File: src/rtl/cpu_int_seq_if.sv
// Decoder-facing bus of the interrupt entry sequencer.
// master = decoder/core side, slave = cpu_int_seq.
interface cpu_int_seq_if;
  logic        stall;
  logic        sync;
  logic        brk_op;
  logic        nmi_n;
  logic        irq_n;
  logic        i_flag;
  logic [7:0]  sp;
  logic [7:0]  int_sel;
  logic        busy;
  logic [15:0] addr;
  logic        push_en;
  logic [1:0]  push_sel;
  logic        b_push;
  logic        sp_dec;
  logic        set_i;
  logic        done;

  modport master (
    output stall, sync, brk_op, nmi_n, irq_n, i_flag, sp,
    input  int_sel, busy, addr, push_en, push_sel, b_push, sp_dec, set_i, done
  );

  modport slave (
    input  stall, sync, brk_op, nmi_n, irq_n, i_flag, sp,
    output int_sel, busy, addr, push_en, push_sel, b_push, sp_dec, set_i, done
  );
endinterface

File: src/rtl/cpu_int_seq.sv
// 6502 RST/NMI/IRQ/BRK entry sequencer: 7 non-stalled cycles from sync to done.
// stall freezes state and outputs (strobes forced low); NMI edge detection keeps running.
module cpu_int_seq #(
  parameter logic [15:0] NMI_VEC = 16'hFFFA,
  parameter logic [15:0] RST_VEC = 16'hFFFC,
  parameter logic [15:0] IRQ_VEC = 16'hFFFE
) (
  input  logic         clk,
  input  logic         rst,
  cpu_int_seq_if.slave bus
);

  typedef enum logic [2:0] {
    S_IDLE, S_T1, S_T2, S_T3, S_T4, S_T5, S_T6, S_T7
  } state_t;

  localparam logic [2:0] SRC_NONE = 3'd0;
  localparam logic [2:0] SRC_NMI  = 3'd1;
  localparam logic [2:0] SRC_RST  = 3'd2;
  localparam logic [2:0] SRC_IRQ  = 3'd3;
  localparam logic [2:0] SRC_BRK  = 3'd4;

  state_t      state_q, state_d;
  logic [2:0]  src_q, src_d;
  logic [15:0] vec_q, vec_d;
  logic        rst_pend_q, rst_pend_d;
  logic        nmi_pend_q, nmi_pend_d;
  logic        nmi_prev_q;
  logic        nmi_fall;
  logic        nmi_clr;
  logic        irq_req;
  logic        push_phase;

  always_comb begin
    state_d    = state_q;
    src_d      = src_q;
    vec_d      = vec_q;
    rst_pend_d = rst_pend_q;
    nmi_clr    = 1'b0;
    nmi_fall   = nmi_prev_q & ~bus.nmi_n;
    irq_req    = ~bus.irq_n & ~bus.i_flag;

    if (!bus.stall) begin
      unique case (state_q)
        S_IDLE: begin
          if (bus.sync && (rst_pend_q || nmi_pend_q || irq_req || bus.brk_op)) begin
            state_d = S_T1;
            if (rst_pend_q) begin
              src_d      = SRC_RST;
              rst_pend_d = 1'b0;
            end else if (nmi_pend_q) begin
              src_d = SRC_NMI;
            end else if (irq_req) begin
              src_d = SRC_IRQ;
            end else begin
              src_d = SRC_BRK;
            end
          end
        end
        S_T5: begin
          // Vector is resolved against the pending flag as seen during T6, so an
          // NMI edge caught on this step still hijacks an IRQ/BRK entry.
          state_d = S_T6;
          if (src_q == SRC_RST) begin
            vec_d = RST_VEC;
          end else if (nmi_pend_q || nmi_fall) begin
            vec_d = NMI_VEC;
            src_d = SRC_NMI;
          end else begin
            vec_d = IRQ_VEC;
          end
        end
        S_T6: begin
          state_d = S_T7;
          nmi_clr = (vec_q == NMI_VEC);
        end
        S_T7: begin
          state_d = S_IDLE;
          src_d   = SRC_NONE;
        end
        default: state_d = state_t'(state_q + 3'd1);
      endcase
    end

    // A new edge wins over a simultaneous clear.
    nmi_pend_d = nmi_fall | (nmi_pend_q & ~nmi_clr);
  end

  always_ff @(posedge clk) begin
    if (rst) begin
      state_q    <= S_IDLE;
      src_q      <= SRC_NONE;
      vec_q      <= 16'h0000;
      rst_pend_q <= 1'b1;
      nmi_pend_q <= 1'b0;
      nmi_prev_q <= 1'b1;
    end else begin
      state_q    <= state_d;
      src_q      <= src_d;
      vec_q      <= vec_d;
      rst_pend_q <= rst_pend_d;
      nmi_pend_q <= nmi_pend_d;
      nmi_prev_q <= bus.nmi_n;
    end
  end

  assign push_phase = (state_q == S_T3) || (state_q == S_T4) || (state_q == S_T5);

  always_comb begin
    bus.addr     = 16'h0000;
    bus.push_sel = 2'd0;
    unique case (state_q)
      S_T3:    begin bus.addr = {8'h01, bus.sp}; bus.push_sel = 2'd0; end
      S_T4:    begin bus.addr = {8'h01, bus.sp}; bus.push_sel = 2'd1; end
      S_T5:    begin bus.addr = {8'h01, bus.sp}; bus.push_sel = 2'd2; end
      S_T6:    bus.addr = vec_q;
      S_T7:    bus.addr = vec_q + 16'd1;
      default: bus.addr = 16'h0000;
    endcase
  end

  assign bus.int_sel = {5'd0, src_q};
  assign bus.busy    = (state_q != S_IDLE);
  assign bus.b_push  = (src_q == SRC_BRK);
  assign bus.push_en = ~bus.stall & push_phase & (src_q != SRC_RST);
  assign bus.sp_dec  = ~bus.stall & push_phase;
  assign bus.set_i   = ~bus.stall & (state_q == S_T7);
  assign bus.done    = ~bus.stall & (state_q == S_T7);

endmodule

File: src/flat_wrapper.sv
// flat-port wrapper written by rule: the top's interface ports become plain ports
module cpu_int_seq_flat 
#(
  parameter logic [15:0] NMI_VEC = 16'hFFFA,
  parameter logic [15:0] RST_VEC = 16'hFFFC,
  parameter logic [15:0] IRQ_VEC = 16'hFFFE
)
  (clk, rst, bus_stall, bus_sync, bus_brk_op, bus_nmi_n, bus_irq_n, bus_i_flag, bus_sp, bus_int_sel, bus_busy, bus_addr, bus_push_en, bus_push_sel, bus_b_push, bus_sp_dec, bus_set_i, bus_done);
  cpu_int_seq_if bus_i ();
  input  logic clk;
  input  logic rst;
  input wire logic [$bits(bus_i.stall)-1:0] bus_stall;
  input wire logic [$bits(bus_i.sync)-1:0] bus_sync;
  input wire logic [$bits(bus_i.brk_op)-1:0] bus_brk_op;
  input wire logic [$bits(bus_i.nmi_n)-1:0] bus_nmi_n;
  input wire logic [$bits(bus_i.irq_n)-1:0] bus_irq_n;
  input wire logic [$bits(bus_i.i_flag)-1:0] bus_i_flag;
  input wire logic [$bits(bus_i.sp)-1:0] bus_sp;
  output wire logic [$bits(bus_i.int_sel)-1:0] bus_int_sel;
  output wire logic [$bits(bus_i.busy)-1:0] bus_busy;
  output wire logic [$bits(bus_i.addr)-1:0] bus_addr;
  output wire logic [$bits(bus_i.push_en)-1:0] bus_push_en;
  output wire logic [$bits(bus_i.push_sel)-1:0] bus_push_sel;
  output wire logic [$bits(bus_i.b_push)-1:0] bus_b_push;
  output wire logic [$bits(bus_i.sp_dec)-1:0] bus_sp_dec;
  output wire logic [$bits(bus_i.set_i)-1:0] bus_set_i;
  output wire logic [$bits(bus_i.done)-1:0] bus_done;
  assign bus_i.stall = bus_stall;
  assign bus_i.sync = bus_sync;
  assign bus_i.brk_op = bus_brk_op;
  assign bus_i.nmi_n = bus_nmi_n;
  assign bus_i.irq_n = bus_irq_n;
  assign bus_i.i_flag = bus_i_flag;
  assign bus_i.sp = bus_sp;
  assign bus_int_sel = bus_i.int_sel;
  assign bus_busy = bus_i.busy;
  assign bus_addr = bus_i.addr;
  assign bus_push_en = bus_i.push_en;
  assign bus_push_sel = bus_i.push_sel;
  assign bus_b_push = bus_i.b_push;
  assign bus_sp_dec = bus_i.sp_dec;
  assign bus_set_i = bus_i.set_i;
  assign bus_done = bus_i.done;
  cpu_int_seq #(.NMI_VEC(NMI_VEC), .RST_VEC(RST_VEC), .IRQ_VEC(IRQ_VEC)) u_core (.clk(clk), .rst(rst), .bus(bus_i));
endmodule
File: config.mk
export PLATFORM = sky130hd
export DESIGN_NAME = cpu_int_seq_flat
export DESIGN_NICKNAME = d
export VERILOG_FILES = /design/src/rtl/cpu_int_seq_if.sv /design/src/rtl/cpu_int_seq.sv /design/src/flat_wrapper.sv
export SDC_FILE = /design/constraint.sdc
export NUM_CORES = 1
export LEC_CHECK = 0
export CORE_AREA = 2 2 51 53
export CTS_CLUSTER_DIAMETER = 100
export DETAILED_ROUTE_END_ITERATION = 8
export DIE_AREA = 0 0 53 55
export PLACE_DENSITY = 0.8
export SLEW_MARGIN = 5
export SYNTH_ARGS = -nofsm -noshare
export SYNTH_HDL_FRONTEND = slang
export SYNTH_SLANG_ARGS = --single-unit
File: constraint.sdc
create_clock -name clk -period 4.55 [get_ports clk]
set_clock_uncertainty 0.05 [all_clocks]
set_input_delay 0.91 -clock clk [delete_from_list [all_inputs] [get_ports clk]]
set_output_delay 0.91 -clock clk [all_outputs]
set_load 0.03 [all_outputs]
==> impl_results.md <==
- Setup total negative slack: 0 ps
- Detailed-route wire length: 2153 µm
- Clock buffer count from CTS: 3
- Sink Count: 12
- Leak Pwr: 0.5776 nW
- Critical Path RT: 3590 ps
- CTS Hold Bufs: 0
- Max Slew Vio Count: 0
- Resized cells post-CTS: 0
- Die area: 0.002915 mm²
- Critical Path AT: 2690 ps
- Placed cell area: about 0.0013 mm²
- CTS tree: yes
- Footprint of the multi-input gates: approximately 590 µm²
- Avg Cell Area, Syn: between 8 and 9 µm²
- CTS root buffer: clkbuf_4
- Pwr/cell area: 203.1 mW/mm²
- Max Cap Violations: 0
- Synth Flop Type: dfxtp_1
- Final setup margin: about 900 ps
- First-pass GRT wire length: 3118 µm
- Syn. warnings: 0
- Layout fillers: 233
- Rows: 18
- Placeable Area: ~0.0024 mm²
- GR met3 Demand/Resource: 0.06183
- Clock Latency Late Sink: 280 ps
- Post-synth top area cell: dfxtp_1
- CTS max path bufs: 2
- Hold WS: roughly 450 ps
- Setup WS pre-CTS: roughly 1000 ps
- HP Class: reg2reg
- First drt pass iteration count: 4
- Drt initial violations: 20
- Status: complete, no violations
- Period utilization: 0.8024
- Total gr overflow: 0
- Final-report hold violation count: 0
- Fin area: 0.001329 mm²
- Crit. End Element: output port
- Storage cell area: 240.2 µm²
- Via count: 878
- Area Overhead vs Synth: 41.41%
- Sequential share of the synthesized area: 0.2557
- Port Buffers: between 40 and 50
- Area contributors post-synth: dfxtp_1 26%, buf_4 9.6%, ha_1 8.0%
- Syn Inst Count: about 120
- Count leader, synth: nor2_1
- Starting Density: 0.3974
- Post-synth EDFFs: 0
- FFs w/ async S/R, synth: 0
- Ant diodes: 0
- Final nets: 173
- Met2 Use GR: 0.2667
- Power, Total: 269.8 µW
- Initial antenna violation count: 0
- Max Clk Rate: approximately 270 MHz
- Endpoints failing setup: 0
- Critical Setup Path Class: reg2out
- Crit Path Max Fanout: 13
- Wire per inst: between 10 and 15 µm
- Die height: 55 µm
- Placer Congestion: a little over 0.7
- Setup crit start kind: flip-flop
- Met1 Use GR: 0.1626
- Min Tclk post-route: 3651 ps
- Post-synth top area share: 0.2557
- Most used routing layer: met2
- HPWL after detailed placement: 1737 µm
- Largest net degree at the start of global routing: 15
- Top cells by count, synth: 13 x nor2_1, 12 x buf_4, 12 x dfxtp_1
- Yosys reg bits: 12
- Unrepaired setup endpoints after global routing: no
- Reg clk slew, reported paths: 70 ps
- Max IR drop VDD: 0.1484 mV
- Vias per inst: 4.905
- Vias in the first global route: 711
- Residual DRC: 0
- Synth cell types: 31
- Htree depth: 1
- IO Count: 48
- Post-CTS Setup Bufs: 0
- Post-Syn Area: 939.7 µm²
- GRT Overall Usage: 0.1486
- Layout cells sized above 1: 0.04698
- Die width: between 50 and 60 µm
- Final ANT Viol Nets: 0
-- flip-flops by register name, summed over array words and instances, names as in the netlist --
| signal | count |
|---|---|
| u_core.rst_pend_q | 1 |
| u_core.nmi_prev_q | 1 |
| u_core.state_q | 3 |
| u_core.vec_q | 3 |
| u_core.nmi_pend_q | 1 |
| u_core.src_q | 3 |
-- kinds of logic after synthesis --
kind of cell,count (synthesis),synth area share
adders and majority gates,6,0.07989
and+or+nand+nor,45,0.2596
buffers and inverters,22,0.1371
DFF,12,0.2557
AOI/OAI and AO/OA,26,0.2157
muxes,4,0.04793
other,1,0.003991
-- per-layer routing --
metal | vias up | part of all wire | wire [µm]
met1 | 392 | 0.40 | 871
met5 | - | 0 | 0
met3 | 2 | 0.10 | 218
met4 | 0 | 0.0088 | 19
li1 | 446 | - | -
met2 | 38 | 0.48 | 1043
-- placed cells by master (no fill, tap or decap) --
master           count
a211oi_1             2
o21ai_0              3
or2_1                2
clkdlybuf4s50_1     42
dfxtp_1             12
and2_1               4
o311ai_4             1
nor2b_1              6
a21o_1               7
o32a_1               1
mux2_4               1
nand3_1              1
o21bai_1             2
clkbuf_4             3
conb_1               5
nor2_1              13
nand2_1              3
nor3b_1              2
or3b_1               3
a22o_1               2
nand4_1              1
a211oi_2             1
mux2i_1              3
nand2b_1             4
a2bb2oi_1            1
ha_1                 6
inv_1                6
a21oi_1              6
or2_2                1
nor3_1               5
-- path summary, 6_finish.rpt --
path,start,depth (start not counted),endpoint,slack (ps)
max reg2reg,u_core.state_q[0],6,u_core.src_q[0],2370
min reg2reg,u_core.vec_q[14],2,u_core.vec_q[14],450
max,u_core.state_q[0],7,bus_addr[8],900
min,u_core.vec_q[14],2,u_core.vec_q[14],450
-- critical path, cell delays in order (launching register included) --
cell and delay, ps:
dfxtp_1 470, inv_1 130, ha_1 240, and2_1 190
or2_1 240, and2_1 290, or2_1 260, clkdlybuf4s50_1 580
-- layout make-up --
type | count | share of cell area
clock buffers | 3 | 0.01695
inverters | 6 | 0.01695
multi-input cells | 86 | 0.4407
flip-flops and latches | 12 | 0.1808
well taps | 30 | 0.02825
repair buffers | 42 | 0.3164
-- per-stage QoR --
| stage | utilization | cells |
|---|---|---|
| after floorplan | - | 120 |
| after global placement | 0.5524 | 176 |
| after detailed placement | 0.5524 | 176 |
| after CTS | 0.5619 | 179 |
| after global routing | 0.5619 | 179 |
| final | 0.5619 | 179 |
-- where the power goes --
group | internal, mW | total, mW | switching (mW)
sequential | 0.110 | 0.117 | 0.00662
clock | 0.0307 | 0.0638 | 0.0330
combinational | 0.0411 | 0.0890 | 0.0479
(Power assumes the default switching activity.)
